### src/rtl/freq_sort_if.sv
// freq_sort_if: valid/ready stream of (symbol, count) pairs from the sorter to the tree builder.
interface freq_sort_if #(parameter int SW = 4, parameter int CW = 8);
   logic          Out_valid;
   logic          Out_ready;
   logic [SW-1:0] Out_sym;
   logic [CW-1:0] Out_cnt;
   modport master (output Out_valid, Out_sym, Out_cnt, input Out_ready);
   modport slave  (input Out_valid, Out_sym, Out_cnt, output Out_ready);
endinterface

### src/rtl/freq_sort.sv
// freq_sort: captures symbol counts, odd-even transposition sorts them (one round per cycle)
// and streams the nonzero (symbol, count) pairs in ascending, stable order.
module freq_sort #(
   parameter int NSYM = 10,
   parameter int CW   = 8,
   parameter int SW   = 4
) (
   input  logic               Clk_in,
   input  logic               nRst,
   input  logic               Start,
   input  logic [NSYM*CW-1:0] Num_in,
   output logic               Busy,
   output logic [SW-1:0]      Sym_cnt,
   output logic               Done,
   freq_sort_if.master        os
);
   localparam int RW = $clog2(NSYM);
   localparam logic [1:0] IDLE = 2'd0, SORT = 2'd1, EMIT = 2'd2, FIN = 2'd3;
   logic [1:0]    st_q, st_d;
   logic [CW-1:0] key_q [NSYM];
   logic [CW-1:0] key_d [NSYM];
   logic [SW-1:0] sym_q [NSYM];
   logic [SW-1:0] sym_d [NSYM];
   logic [RW-1:0] rnd_q, rnd_d;
   logic [SW-1:0] ptr_q, ptr_d, cnt_q, cnt_d, nz;
   assign Busy         = st_q != IDLE;
   assign Done         = st_q == FIN;
   assign Sym_cnt      = cnt_q;
   assign os.Out_valid = st_q == EMIT;
   assign os.Out_sym   = os.Out_valid ? sym_q[ptr_q] : '0;
   assign os.Out_cnt   = os.Out_valid ? key_q[ptr_q] : '0;
   always_comb begin
      st_d  = st_q;
      key_d = key_q;
      sym_d = sym_q;
      rnd_d = rnd_q;
      ptr_d = ptr_q;
      cnt_d = cnt_q;
      nz    = '0;
      for (int i = 0; i < NSYM; i++) nz = nz + SW'(|Num_in[CW*i +: CW]);
      if (st_q == IDLE) begin
         if (Start) begin
            for (int i = 0; i < NSYM; i++) begin
               key_d[i] = Num_in[CW*i +: CW];
               sym_d[i] = SW'(i);
            end
            cnt_d = nz;
            rnd_d = '0;
            st_d  = SORT;
         end
      end else if (st_q == SORT) begin
         // strict compare on disjoint adjacent pairs keeps equal counts in symbol order
         for (int j = 0; j < NSYM - 1; j++)
            if ((j % 2) == int'(rnd_q[0]) && key_q[j] > key_q[j+1]) begin
               key_d[j]   = key_q[j+1];
               key_d[j+1] = key_q[j];
               sym_d[j]   = sym_q[j+1];
               sym_d[j+1] = sym_q[j];
            end
         rnd_d = rnd_q + RW'(1);
         if (rnd_q == RW'(NSYM - 1)) begin
            ptr_d = SW'(NSYM) - cnt_q;
            st_d  = cnt_q == '0 ? FIN : EMIT;
         end
      end else if (st_q == EMIT) begin
         if (os.Out_ready) begin
            st_d  = ptr_q == SW'(NSYM - 1) ? FIN : EMIT;
            ptr_d = ptr_q == SW'(NSYM - 1) ? ptr_q : ptr_q + SW'(1);
         end
      end else begin
         st_d = IDLE;
      end
   end
   always_ff @(posedge Clk_in or negedge nRst) begin
      if (!nRst) begin
         st_q  <= IDLE;
         key_q <= '{default: '0};
         sym_q <= '{default: '0};
         rnd_q <= '0;
         ptr_q <= '0;
         cnt_q <= '0;
      end else begin
         st_q  <= st_d;
         key_q <= key_d;
         sym_q <= sym_d;
         rnd_q <= rnd_d;
         ptr_q <= ptr_d;
         cnt_q <= cnt_d;
      end
   end
endmodule

### src/flat_wrapper.sv
// flat-port wrapper written by rule: the top's interface ports become plain ports
module freq_sort_flat 
#(
   parameter int NSYM = 10,
   parameter int CW   = 8,
   parameter int SW   = 4
)
  (Clk_in, nRst, Start, Num_in, Busy, Sym_cnt, Done, os_Out_valid, os_Out_sym, os_Out_cnt, os_Out_ready);
  freq_sort_if #(.SW(SW), .CW(CW)) os_i ();
  input  logic Clk_in;
  input  logic nRst;
  input  logic Start;
  input  logic [NSYM*CW-1:0] Num_in;
  output logic Busy;
  output logic [SW-1:0] Sym_cnt;
  output logic Done;
  output wire logic [$bits(os_i.Out_valid)-1:0] os_Out_valid;
  output wire logic [$bits(os_i.Out_sym)-1:0] os_Out_sym;
  output wire logic [$bits(os_i.Out_cnt)-1:0] os_Out_cnt;
  input wire logic [$bits(os_i.Out_ready)-1:0] os_Out_ready;
  assign os_Out_valid = os_i.Out_valid;
  assign os_Out_sym = os_i.Out_sym;
  assign os_Out_cnt = os_i.Out_cnt;
  assign os_i.Out_ready = os_Out_ready;
  freq_sort #(.NSYM(NSYM), .CW(CW), .SW(SW)) u_core (.Clk_in(Clk_in), .nRst(nRst), .Start(Start), .Num_in(Num_in), .Busy(Busy), .Sym_cnt(Sym_cnt), .Done(Done), .os(os_i));
endmodule
### config.mk
export PLATFORM = sky130hd
export DESIGN_NAME = freq_sort_flat
export DESIGN_NICKNAME = d
export VERILOG_FILES = /design/src/rtl/freq_sort_if.sv /design/src/rtl/freq_sort.sv /design/src/flat_wrapper.sv
export SDC_FILE = /design/constraint.sdc
export NUM_CORES = 1
export LEC_CHECK = 0
export CAP_MARGIN = 20
export CORE_ASPECT_RATIO = 2
export CORE_UTILIZATION = 55
export CTS_BUF_LIST = sky130_fd_sc_hd__clkbuf_2
export DETAILED_ROUTE_END_ITERATION = 8
export DONT_BUFFER_PORTS = 1
export PLACE_DENSITY = 0.78
export SETUP_SLACK_MARGIN = 0.2
export SYNTH_ARGS = -nofsm -noshare
export SYNTH_HDL_FRONTEND = slang
export SYNTH_SLANG_ARGS = --single-unit
### constraint.sdc
create_clock -name Clk_in -period 5.2 [get_ports Clk_in]
set_input_delay 1.04 -clock Clk_in [delete_from_list [all_inputs] [get_ports Clk_in]]
set_output_delay 1.04 -clock Clk_in [all_outputs]
set_load 0.01 [all_outputs]
==> metrics.md <==
| Metric | Value |
|---|---|
| DRT Pass-1 Iters | 5 |
| Post-DP HPWL | 23,100 um |
| Pre-CTS WS | 0.552 ns |
| # fillers | 1,594 |
| Initial drt markers | 589 |
| Highest metal used | met4 |
| Max Cap Viol | 0 |
| Worst-Margin Slew | 1.14 ns |
| Fin crit share | 85.1% |
| Initial Util | 56.4% |
| Critical-path cell list | buf_4 > mux4_2 > mux2i_1 > o22ai_1 > and2_1 |
| DR vias/cell | 7.01 |
| Synthesized area | 10,400 sq um |
| Remaining antenna violation count after routing | 0 |
| Row cnt | 70 |
| Input/output buffers | 0 |
| CP Buf/Inv Count | 1 |
| Critical Path End Type | output port |
| Skew final | 0.0467 ns |
| Min Tclk post-route | 4.42 ns |
| Share of cells above drive strength 1 | 11.1% |
| Root Buffer | clkbuf_2 |
| Synth cell types | 69 |
| CP Launch Type | register |
| LEAKAGE | 4.88 nW |
| DP Area | 10,400 sq um |
| Met1 Wirelength | 10,600 um |
| Crit-path slowest cell | dfrtp_2 |
| Die X | 99.1 um |
| Final Cell Area | 10,700 sq um |
| Biggest fanout along the worst timing path | 30 |
| Die area | 19,400 sq um |
| Final Hold Vio Count | 0 |
| Syn Nets | 1,257 |
| Final max-slew violation count | 0 |
| Sequential Area | 3350 sq um |
| Area of the multi-input gates | 6300 sq um |
| Status | finished, final reports clean |
| Met2 Wirelength | 16,000 um |
| Ys flop type | dfrtp_1 |
| Layout Area Growth over Synthesis | 3.46% |
| Synthesized area per cell | 9.61 sq um |
| First-pass GRT wire length | 48,500 um |
| Number of global-route vias before repair | 9,286 |
| WP data arrival | 3.38 ns |
| Core region area | 18,400 sq um |
| Seq/Total Area, Yosys | 32.3% |
| Max Clock Freq | 226 MHz |
| VDD IR max | 0.000446 V |
| Antenna violations before repair | 1 |
| Async S/R FF share, synth | 100% |
| CTS Buffer Depth | 2 |
| Pin count of the biggest net entering global routing | 135 |
| # clock sinks | 134 |
| # nets final | 1,229 |
| EDFF count, synth | 0 |
| CP delay by family, top | flip-flops |
| CTS tree | done |
| Final Wtd Congestion | 0.966 |
| # setup viols final | 0 |
| Rel. slew slack | 24.2% |
| Post-synthesis instance total | 1,079 |
| RSZ-0062 raised after global routing | no |
| Synthesized flop and latch total | 134 |
| Total number of H-tree levels | 4 |
| Io pins | 103 |
| Gr ovfl total | 0 |
| WL/cell | 24.1 um |
| Critical path data required time | 4.16 ns |
| Final setup TNS | 0 ns |
| Routed vias | 8,986 |
| Clock Pin Slew Worst Setup and Hold Paths | 0.25 ns |
| Worst-skew pair later-pin latency | 0.81 ns |
| Total Routing Usage GR | 32.7% |
| Critical Path Max Stage Delay | 1.04 ns |
| PnR worst setup slack | 0.777 ns |
| Remaining DRCs | 0 |
| CTS Buf Count | 17 |
| Drt total wl | 30,800 um |
| Syn. warnings | 0 |
| Met3 WL | 2220 um |
| Power density over cell area | 705 nW/um^2 |
| Hold/Removal Path Class | input pin to async pin |
| Die Span Y | 196 um |
| WS Path Type | register to output port |
## per-stage QoR
stage          std cells  power (W)  hold WS [ns]  utilization (%)
5_1_grt             1281    0.00808         0.206             58.3
2_1_floorplan       1079    0.00556         0.457                -
3_5_place_dp        1247    0.00674         0.494             56.7
4_1_cts             1280    0.00748         0.186             58.3
3_3_place_gp        1247    0.00659         0.485             56.7
6_report            1281    0.00756         0.121             58.3
## synthesized netlist by cell type, drive strengths merged (7+ instances only)
| master | n | share of area (%) |
|---|---|---|
| nand3 | 14 | 0.68 |
| a22oi | 23 | 1.7 |
| mux4 | 24 | 5.2 |
| a221oi | 51 | 4.3 |
| ha | 88 | 11 |
| dfrtp | 134 | 32 |
| buf | 29 | 2.0 |
| a22o | 7 | 0.59 |
| nor3 | 33 | 1.6 |
| and2 | 15 | 0.91 |
| or4 | 12 | 0.87 |
| nor2 | 99 | 4.2 |
| a41oi | 10 | 1.3 |
| clkbuf | 33 | 1.2 |
| a21oi | 49 | 2.5 |
| inv | 105 | 3.8 |
| nand2 | 68 | 2.5 |
| and4 | 9 | 0.76 |
| o21ai | 39 | 1.9 |
| a31oi | 27 | 1.6 |
| mux2i | 84 | 8.1 |
| o311ai | 7 | 0.59 |
| mux2 | 26 | 2.9 |
| o22ai | 12 | 0.72 |
| nor4 | 10 | 0.60 |
## routing by layer
layer / vias up / track usage [%]
met1: 4431 / 33.0
met2: 445 / 58.7
met3: 125 / 7.62
met4: 0 / 22.2
met5: - / 0
li1: 3985 / -
## power breakdown
group | internal (W) | switching, W
combinational | 0.00192 | 0.00280
sequential | 0.00144 | 0.000682
clock | 0.000275 | 0.000446
## layout make-up
cell class	instances	area share, %
multi-input combinational	776	58.7
sequential	134	31.3
inverter	107	3.74
tap	216	2.52
clock inverter	14	1.67
timing repair buffer	15	1.24
clock buffer	18	0.840
antenna	1	0.0233
## cell usage in the layout (no fill, tap or decap), drive strengths merged, types with 7 or more instances in the layout
cell type and count:
clkinv 9, nor4 10, nand2 68, buf 15, dfrtp 134, and2 15
nor3 33, and4 9, ha 88, o21ai 39, mux2i 84, o311ai 7
a41oi 10, mux4 24, a221oi 51, or4 12, clkbuf 18, nor2 99
o22ai 12, a21oi 49, nand3 14, inv 106, a22oi 23, mux2 26
a22o 7, a31oi 27
## logic make-up (layout without fill, tap and decap cells)
kind of cell               Yosys count  after routing  share of synthesized area [%]
and+or+nand+nor                    282            282                           13.6
DFF                                134            134                           32.3
other                                0              1                              0
adders and majority gates           94             94                           11.8
xor gates and xnor gates             3              3                          0.253
buffers and inverters              169            154                           7.05
AOI/OAI and AO/OA                  263            263                           18.8
muxes                              134            134                           16.2
## worst paths after layout
path,startpoint,to,slack [ns],depth (start not counted)
max in group asynchronous,nRst,u_core.key_q[58],4.42,1
max,u_core.ptr_q[0],os_Out_cnt[0],0.78,5
min in group Clk_in,Num_in[14],u_core.key_q[70],0.36,2
min reg2reg,u_core.rnd_q[3],u_core.rnd_q[3],0.51,1
max reg2reg,u_core.key_q[69],u_core.sym_q[35],1.68,8
min,nRst,u_core.key_q[42],0.12,1
## registers in the layout (all words and copies together), names as in the netlist
name / cells
u_core.Sym_cnt: 4
u_core.key_q: 80
u_core.ptr_q: 4
u_core.rnd_q: 4
u_core.st_q: 2
u_core.sym_q: 40
## timing repair
| action | CTS | global route |
|---|---|---|
| hold buffers | 1 | 0 |
| endpoints found under the hold margin | 134 | 0 |
| gates resized for setup | 0 | 0 |
| buffers inserted | 0 | 0 |
Note: power is estimated with default switching activity, not from simulation.
